File: config.mk
export PLATFORM = sky130hd
export DESIGN_NAME = bf_stdin_uart_rx
export DESIGN_NICKNAME = d
export VERILOG_FILES = /design/src/rtl/bf_stdin_uart_rx.sv
export SDC_FILE = /design/constraint.sdc
export NUM_CORES = 1
export LEC_CHECK = 0
export CAP_MARGIN = 20
export CELL_PAD_IN_SITES_DETAIL_PLACEMENT = 0
export CELL_PAD_IN_SITES_GLOBAL_PLACEMENT = 1
export CORE_ASPECT_RATIO = 0.75
export CORE_MARGIN = 2
export CORE_UTILIZATION = 27
export CTS_CLUSTER_SIZE = 12
export DETAILED_ROUTE_END_ITERATION = 10
export PLACE_DENSITY_LB_ADDON = 0.1
export SLEW_MARGIN = 20
export SYNTH_ARGS = -nofsm -noshare
export SYNTH_HDL_FRONTEND = slang
export SYNTH_SLANG_ARGS = --single-unit
File: constraint.sdc
create_clock -name clk -period 2.4 [get_ports clk]
set_clock_uncertainty 0.05 [all_clocks]
set_input_delay 0.72 -clock clk [delete_from_list [all_inputs] [get_ports clk]]
set_output_delay 0.72 -clock clk [all_outputs]
set_load 0.01 [all_outputs]
File: src/rtl/bf_stdin_uart_rx.sv
// UART receiver (8N1, LSB first) feeding a show-ahead byte FIFO that
// supplies the stdin stream consumed by the brainfuck core's ',' instruction.
module bf_stdin_uart_rx #(
   parameter int UART_RX_BAUD    = 4,
   parameter int FIFO_DEPTH_LOG2 = 4
) (
   input  logic       clk,
   input  logic       rst,
   input  logic       uart_rx_pin,
   output logic [7:0] stdin,
   output logic       stdin_valid,
   input  logic       stdin_rd,
   output logic       overflow,
   output logic       framing_error,
   input  logic       err_clear
);

   localparam int DEPTH = 1 << FIFO_DEPTH_LOG2;
   localparam int CNT_W = $clog2(UART_RX_BAUD);

   localparam logic [CNT_W-1:0] HALF_LOAD = CNT_W'(UART_RX_BAUD / 2 - 1);
   localparam logic [CNT_W-1:0] FULL_LOAD = CNT_W'(UART_RX_BAUD - 1);
   localparam logic [CNT_W-1:0] CNT_ONE   = CNT_W'(1);

   localparam logic [FIFO_DEPTH_LOG2-1:0] PTR_ONE = {{(FIFO_DEPTH_LOG2-1){1'b0}}, 1'b1};
   localparam logic [FIFO_DEPTH_LOG2:0]   OCC_ONE = {{FIFO_DEPTH_LOG2{1'b0}}, 1'b1};
   localparam logic [FIFO_DEPTH_LOG2:0]   OCC_FULL = {1'b1, {FIFO_DEPTH_LOG2{1'b0}}};

   typedef enum logic [2:0] {
      S_IDLE,
      S_START,
      S_DATA,
      S_STOP,
      S_BREAK
   } state_t;

   // ---------------------------------------------------------------------
   // Input synchroniser: presets to the idle-high line level so reset never
   // looks like a start bit.
   // ---------------------------------------------------------------------
   logic sync1_q;
   logic rx_s_q;

   always_ff @(posedge clk or posedge rst) begin
      if (rst) begin
         sync1_q <= 1'b1;
         rx_s_q  <= 1'b1;
      end else begin
         // NOTE: sequential state uses non-blocking assignments so every flop
         // samples the pre-edge value of its source, whatever the block order.
         sync1_q <= uart_rx_pin;
         rx_s_q  <= sync1_q;
      end
   end

   // ---------------------------------------------------------------------
   // Receive FSM
   // ---------------------------------------------------------------------
   state_t           state_q;
   logic [CNT_W-1:0] cnt_q;
   logic [2:0]       bit_idx_q;
   logic [7:0]       shift_q;

   logic expiry;
   logic stop_ok;
   logic stop_bad;

   assign expiry   = (cnt_q == '0);
   assign stop_ok  = (state_q == S_STOP) && expiry && rx_s_q;
   assign stop_bad = (state_q == S_STOP) && expiry && !rx_s_q;

   always_ff @(posedge clk or posedge rst) begin
      if (rst) begin
         state_q   <= S_IDLE;
         cnt_q     <= '0;
         bit_idx_q <= '0;
         shift_q   <= '0;
      end else begin
         case (state_q)
            S_IDLE: begin
               if (!rx_s_q) begin
                  state_q <= S_START;
                  cnt_q   <= HALF_LOAD;
               end
            end
            S_START: begin
               if (!expiry) begin
                  cnt_q <= cnt_q - CNT_ONE;
               end else if (rx_s_q) begin
                  state_q <= S_IDLE;
               end else begin
                  state_q   <= S_DATA;
                  bit_idx_q <= '0;
                  cnt_q     <= FULL_LOAD;
               end
            end
            S_DATA: begin
               if (!expiry) begin
                  cnt_q <= cnt_q - CNT_ONE;
               end else begin
                  shift_q[bit_idx_q] <= rx_s_q;
                  cnt_q              <= FULL_LOAD;
                  if (bit_idx_q == 3'd7) begin
                     state_q <= S_STOP;
                  end else begin
                     bit_idx_q <= bit_idx_q + 3'd1;
                  end
               end
            end
            S_STOP: begin
               if (!expiry) begin
                  cnt_q <= cnt_q - CNT_ONE;
               end else if (rx_s_q) begin
                  state_q <= S_IDLE;
               end else begin
                  state_q <= S_BREAK;
               end
            end
            S_BREAK: begin
               // Wait out a held-low line so it reports a single framing error.
               if (rx_s_q) begin
                  state_q <= S_IDLE;
               end
            end
            default: state_q <= S_IDLE;
         endcase
      end
   end

   // ---------------------------------------------------------------------
   // Byte FIFO
   // ---------------------------------------------------------------------
   logic [7:0]                 mem_q [0:DEPTH-1];
   logic [FIFO_DEPTH_LOG2-1:0] wr_ptr_q, wr_ptr_d;
   logic [FIFO_DEPTH_LOG2-1:0] rd_ptr_q, rd_ptr_d;
   logic [FIFO_DEPTH_LOG2:0]   count_q, count_d;
   logic                       overflow_q, overflow_d;
   logic                       framing_error_q, framing_error_d;

   logic pop;
   logic push_ok;
   logic drop;

   assign pop     = stdin_rd && (count_q != '0);
   // A pop in the same cycle frees the slot, so a full FIFO can still accept.
   assign push_ok = stop_ok && ((count_q != OCC_FULL) || pop);
   assign drop    = stop_ok && !push_ok;

   always_comb begin
      // NOTE: every combinational output gets a default first so no path
      // leaves it unassigned, which would otherwise infer a latch.
      wr_ptr_d        = wr_ptr_q;
      rd_ptr_d        = rd_ptr_q;
      count_d         = count_q;
      overflow_d      = overflow_q | drop;
      framing_error_d = framing_error_q | stop_bad;

      if (push_ok) begin
         wr_ptr_d = wr_ptr_q + PTR_ONE;
      end
      if (pop) begin
         rd_ptr_d = rd_ptr_q + PTR_ONE;
      end
      case ({push_ok, pop})
         2'b10:   count_d = count_q + OCC_ONE;
         2'b01:   count_d = count_q - OCC_ONE;
         default: count_d = count_q;
      endcase

      if (err_clear) begin
         overflow_d      = 1'b0;
         framing_error_d = 1'b0;
      end
   end

   always_ff @(posedge clk or posedge rst) begin
      if (rst) begin
         wr_ptr_q        <= '0;
         rd_ptr_q        <= '0;
         count_q         <= '0;
         overflow_q      <= 1'b0;
         framing_error_q <= 1'b0;
      end else begin
         wr_ptr_q        <= wr_ptr_d;
         rd_ptr_q        <= rd_ptr_d;
         count_q         <= count_d;
         overflow_q      <= overflow_d;
         framing_error_q <= framing_error_d;
      end
   end

   // NOTE: storage is deliberately not reset; the occupancy count alone
   // decides what is valid, which keeps the array a plain RAM.
   always_ff @(posedge clk) begin
      if (push_ok) begin
         mem_q[wr_ptr_q] <= shift_q;
      end
   end

   assign stdin_valid   = (count_q != '0);
   assign stdin         = stdin_valid ? mem_q[rd_ptr_q] : 8'h00;
   assign overflow      = overflow_q;
   assign framing_error = framing_error_q;

endmodule

Yosys cells after proc, flatten, opt, wreduce, memory -nomap -nowiden
Memory sizes are Yosys's and may differ from the RTL's.
Index checks and enable logic that the tools add are counted.

storage, ports and cells
  flip-flop bits (word level) = 33
  bits in writable memories = 128
  input bits = 5
  output and inout port bits = 11
  word-level logic and storage cells = 89
  memories kept = 1

memories
  memory  depth  width  rd ports  clocked after Yosys merged registers in  wr ports  line  source
  mem_q   16     8      1         0                                        1         133   logic [7:0] mem_q [0:DEPTH-1];

cells by class
  add/sub/neg operators = 6
  $lt $le $gt $ge = 2
  equal/unequal tests = 18
  mux-type cells = 29
  bitwise gates (word level) = 2
  reduce and logical (&&, ||, !) cells = 20

operator list
  kind                                                                          count
  3-bit two-way mux                                                             11
  2-bit inequality test, second input constant                                  9
  3-bit case mux with 5 select lines                                            1
  2-bit two-way mux                                                             6
  5-bit case mux with 2 select lines                                            1
  4-bit by 1-bit adder with 4-bit output, second input constant                 2
  8-bit bitwise mux                                                             1
  8-bit two-way mux                                                             1
  2-bit case mux with 4 select lines                                            1
  1-bit logical AND                                                             7
  3-bit by 2-bit equality test with 1-bit output, second input constant         2
  3-bit equality test, second input constant                                    2
  3-bit case mux with 2 select lines                                            1
  6-bit AND reduction                                                           1
  5-bit by 1-bit adder with 5-bit output, second input constant                 1
  1-bit two-way mux                                                             5
  5-bit inequality test, second input constant                                  1
  5-bit AND reduction                                                           1
  5-bit nonzero test                                                            1
  5-bit by 1-bit subtractor with 5-bit output, second input constant            1
  3-bit by 4-bit less-than comparator with 1-bit output, second input constant  1
  4-bit AND reduction                                                           1
  2-bit nonzero test                                                            2
  4-bit nonzero test                                                            1
  other kinds (14)                                                              16

Depth between registers and ports, before layout
  word-level depth = 8
  mapped depth = 10

Worst setup path after synthesis
OpenSTA, ideal clock, no wires.

  path type = register -> register
  from = register count_q[0]
  to = register count_q[4]
  setup time = 0.072 ns
  arrival = 2.413 ns
  slack = -0.135 ns
  stages on the path, launching flop included = 9
  clock period less this slack = 2.535 ns
  path through = dfrtp_1 -> or4_4 -> o221ai_2 -> inv_1 -> ha_1 -> nor2b_1 -> o21a_1 -> or4_1 -> nand4b_1

on the way
  longest elaborated chain between the ends = 6
  elaborated cells between the ends (all ways) = 11
  classes of those cells = add/sub: 2; eq/ne: 3; mux: 1; reduce/logical: 5

ends and longest elaborated chain
  element                                                                                       line  source
  start, declared                                                                               136   logic [FIFO_DEPTH_LOG2:0] count_q, count_d;
  start signal, assigned                                                                        186   count_q <= count_d;
  5-bit nonzero test                                                                            144   assign pop = stdin_rd && (count_q != '0);
  1-bit logical AND                                                                             144
  1-bit logical OR                                                                              146   assign push_ok = stop_ok && ((count_q != OCC_FULL) || pop);
  1-bit logical AND                                                                             146
  2-bit by 1-bit equality test with 1-bit output / 2-bit equality test (equally long branches)  164   case ({push_ok, pop})
  5-bit case mux with 2 select lines / 2-bit nonzero test (equally long branches)               -

Parallel ways exist; a longest one is shown, timed or not.
A chain may end at the register's enable or synchronous reset.

Worst setup path in the final report
  from = register rd_ptr_q[0]
  to = output port stdin[5]

on the way
  longest elaborated chain between the ends = 2

ends and longest elaborated chain
  element                 line  source
  start, declared         135   logic [FIFO_DEPTH_LOG2-1:0] rd_ptr_q, rd_ptr_d;
  start signal, assigned  185   rd_ptr_q <= rd_ptr_d;
  memory 16 x 8 bit       -
  8-bit two-way mux       201   assign stdin = stdin_valid ? mem_q[rd_ptr_q] : 8'h00;
  end, declared           10    output logic [7:0] stdin,

Every way passes these cells.

==> out/results.txt <==
MaxCap Viol Count: 0
CP Max Fanout: 5
Share of cells above drive strength 1: 0.418
Crit Path Class: flop to output port
TritonRoute pass-1 iters: 4
Die Wd: 186 um
Die Span Y: 140 um
Routed wire per std cell: 19.2 um
TritonCTS clock tree: done
Peak Freq: 0.345 GHz
Synth Flop Type: edfxtp_1
Via Count: 3,645
Placed cells: 777
Ys async rst share: 0.205
Final Hold Vio Count: 0
Area grow syn2layout: 30.4%
Yosys cell types: 48
Hold Crit Class: flop to flop
Crit end category: output port
Grt ovf: 0
Crit. Startpoint: rd_ptr_q[0]
DIE AREA: 26,000 um^2
Syn Inst Count: 377
Total Wirelength: 15,800 um
Pin count of the biggest net entering global routing: 34
Starting Density: 0.276
Failing checks: setup timing
Starting DRC count in detailed routing: 255
Power, Total: 9.86 mW
Slew Viols, Final: 0
I/O pins: 16
Area of the core: 24,200 um^2
Final setup margin: -0.494 ns
Mapped Nets: 394
Unrepaired setup endpoints after global routing: true
Seq cells post-synth: 161
Slew headroom: 0.568
NumNets Final: 495
Vias/cell: 4.44
Worst vdd ir: 0.000652 V
Sequential share of the synthesized area: 0.700
Status: finished with violations
Post-DP HPWL: 10,600 um
Final setup TNS: -4.08 ns
Synth Area per Inst: 17.7 um^2
FF-to-FF Start: count_q[3]
Ant diodes: 0
Antenna-violating nets left: 0
Worst-case clock buffer depth: 2
Clock sinks: 161
H-tree lvl count: 4
Layout Cells excl Fill: 821
IO buf count: 15
Worst slew pin tran: 0.648 ns
Inserted Clock Buffers: 17
Hold WS: 0.308 ns
Leakage: 3.16 nW
Worst Hold Launch: sync1_q
Hold_buf cts: 0
Drt drc: 0
Clock Latency Late Sink: 0.43 ns
CTS clock-pin slew for the worst setup and hold paths: 0.06 ns
Synth Cell Area: 6680 um^2
Number of synthesized flops with an enable pin: 128
Critical Path Start Type: flop
Vias in the first global route: 3,790
First-pass GRT wire length: 24,700 um
Number of fill cells: 2,275
Most frequent cells in the layout: 128 x edfxtp_1, 65 x buf_4, 32 x mux4_2
Core Util, Final: 0.361
FP Rows: 49
CP required: 1.63 ns
Synth warn: 0
Placer Congestion: 0.706
Most common cell after layout, fill and taps aside: edfxtp_1
Pwr dens: 1130 nW/um^2
Final Cycle Share: 1.21
Gr usage total: 0.133
Final min period: 2.89 ns
Root buffer cell: clkbuf_16
Setup violators final: 12
WP data arrival: 2.12 ns
Initial antenna violation count: 0
==> per-layer routing <==
layer  global-route usage  share of wire
met1                0.203           0.53
met2                0.190           0.43
met3               0.0294          0.023
met4               0.0336          0.011
met5                    0              0
==> area by class of cell <==
type	count	area, um^2	share of cell area
Sequential cell	161	4670	0.537
Multi-Input combinational cell	185	2060	0.236
Timing Repair Buffer	101	952	0.109
Clock buffer	17	425	0.0488
Tap cell	331	414	0.0476
Clock inverter	14	143	0.0164
Inverter	12	45.0	0.00517
==> path summary, 6_finish.rpt <==
path | depth (start not counted) | endpoint | slack (ns)
hold / removal | 0 | rx_s_q | 0.31
min in group asynchronous | 3 | framing_error | 0.64
hold reg to reg | 0 | rx_s_q | 0.31
setup / recovery | 6 | stdin[5] | -0.49
max in group asynchronous | 3 | rd_ptr_q[0] | 1.30
setup reg to reg | 9 | count_q[4] | -0.20
==> stage by stage <==
stage | setup slack [ns] | cell area (um^2)
finish | -0.494 | 8710
global placement | -0.417 | 7850
global route | -0.571 | 8710
detailed placement | -0.410 | 7850
CTS | -0.576 | 8630
floorplan | -0.00130 | 6720
==> what timing repair did <==
action                                  CTS  global route
gates cloned                              3             0
endpoints found under the setup margin   22            56
setup buffers                             8             5
pin swaps                                11            14
resized for setup                        56            23
==> Yosys cell counts, drive strengths merged (2+ instances only) <==
cell type    n  area (um^2)
edfxtp     128         3840
mux4        32          721
dfrtp       31          776
nor2        21         78.8
mux2i       18          180
mux2        14          158
inv         12         45.0
nand2       12         45.0
clkbuf      11         41.3
ha          11          138
buf          8         45.0
nor3         8         40.0
o22ai        8         50.1
xnor2        8         70.1
nand2b       7         43.8
o21ai        6         33.8
a21oi        5         25.0
nor3b        4         30.0
nand3        3         15.0
dfstp        2         52.6
nand3b       2         15.0
nand4        2         12.5
nand4b       2         17.5
nor2b        2         12.5
o221ai       2         23.8
or4          2         18.8
==> power breakdown <==
part / switching [mW] / internal (mW) / total, mW
clock: 1.18 / 1.46 / 2.63
combinational: 1.60 / 2.02 / 3.62
sequential: 0.295 / 3.32 / 3.61
total: 3.07 / 6.80 / 9.86
==> cell families (layout without fill, tap and decap cells) <==
| kind of cell | Yosys count | in the layout | synth area share |
|---|---|---|---|
| compound gates | 31 | 31 | 0.0324 |
| simple gates | 69 | 69 | 0.0543 |
| buf+inv | 31 | 144 | 0.0197 |
| xor+xnor | 9 | 9 | 0.0118 |
| fa+ha+maj | 12 | 12 | 0.0236 |
| mux | 64 | 64 | 0.159 |
| flops | 161 | 161 | 0.700 |
==> critical path, cell delays in order (launching register included) <==
cell     delay [ns]
dfrtp_2        0.37
buf_8          0.14
buf_12         0.14
mux4_2         0.50
mux2i_2        0.27
o22ai_1        0.12
buf_2          0.15
==> flip-flops by register name, indices dropped and copies added, names as in the netlist, 2 cells and up <==
signal / count
mem_q: 128
shift_q: 8
count_q: 5
rd_ptr_q: 4
wr_ptr_q: 4
bit_idx_q: 3
state_q: 3
cnt_q: 2
No activity file was read; power rests on OpenSTA's default activity.
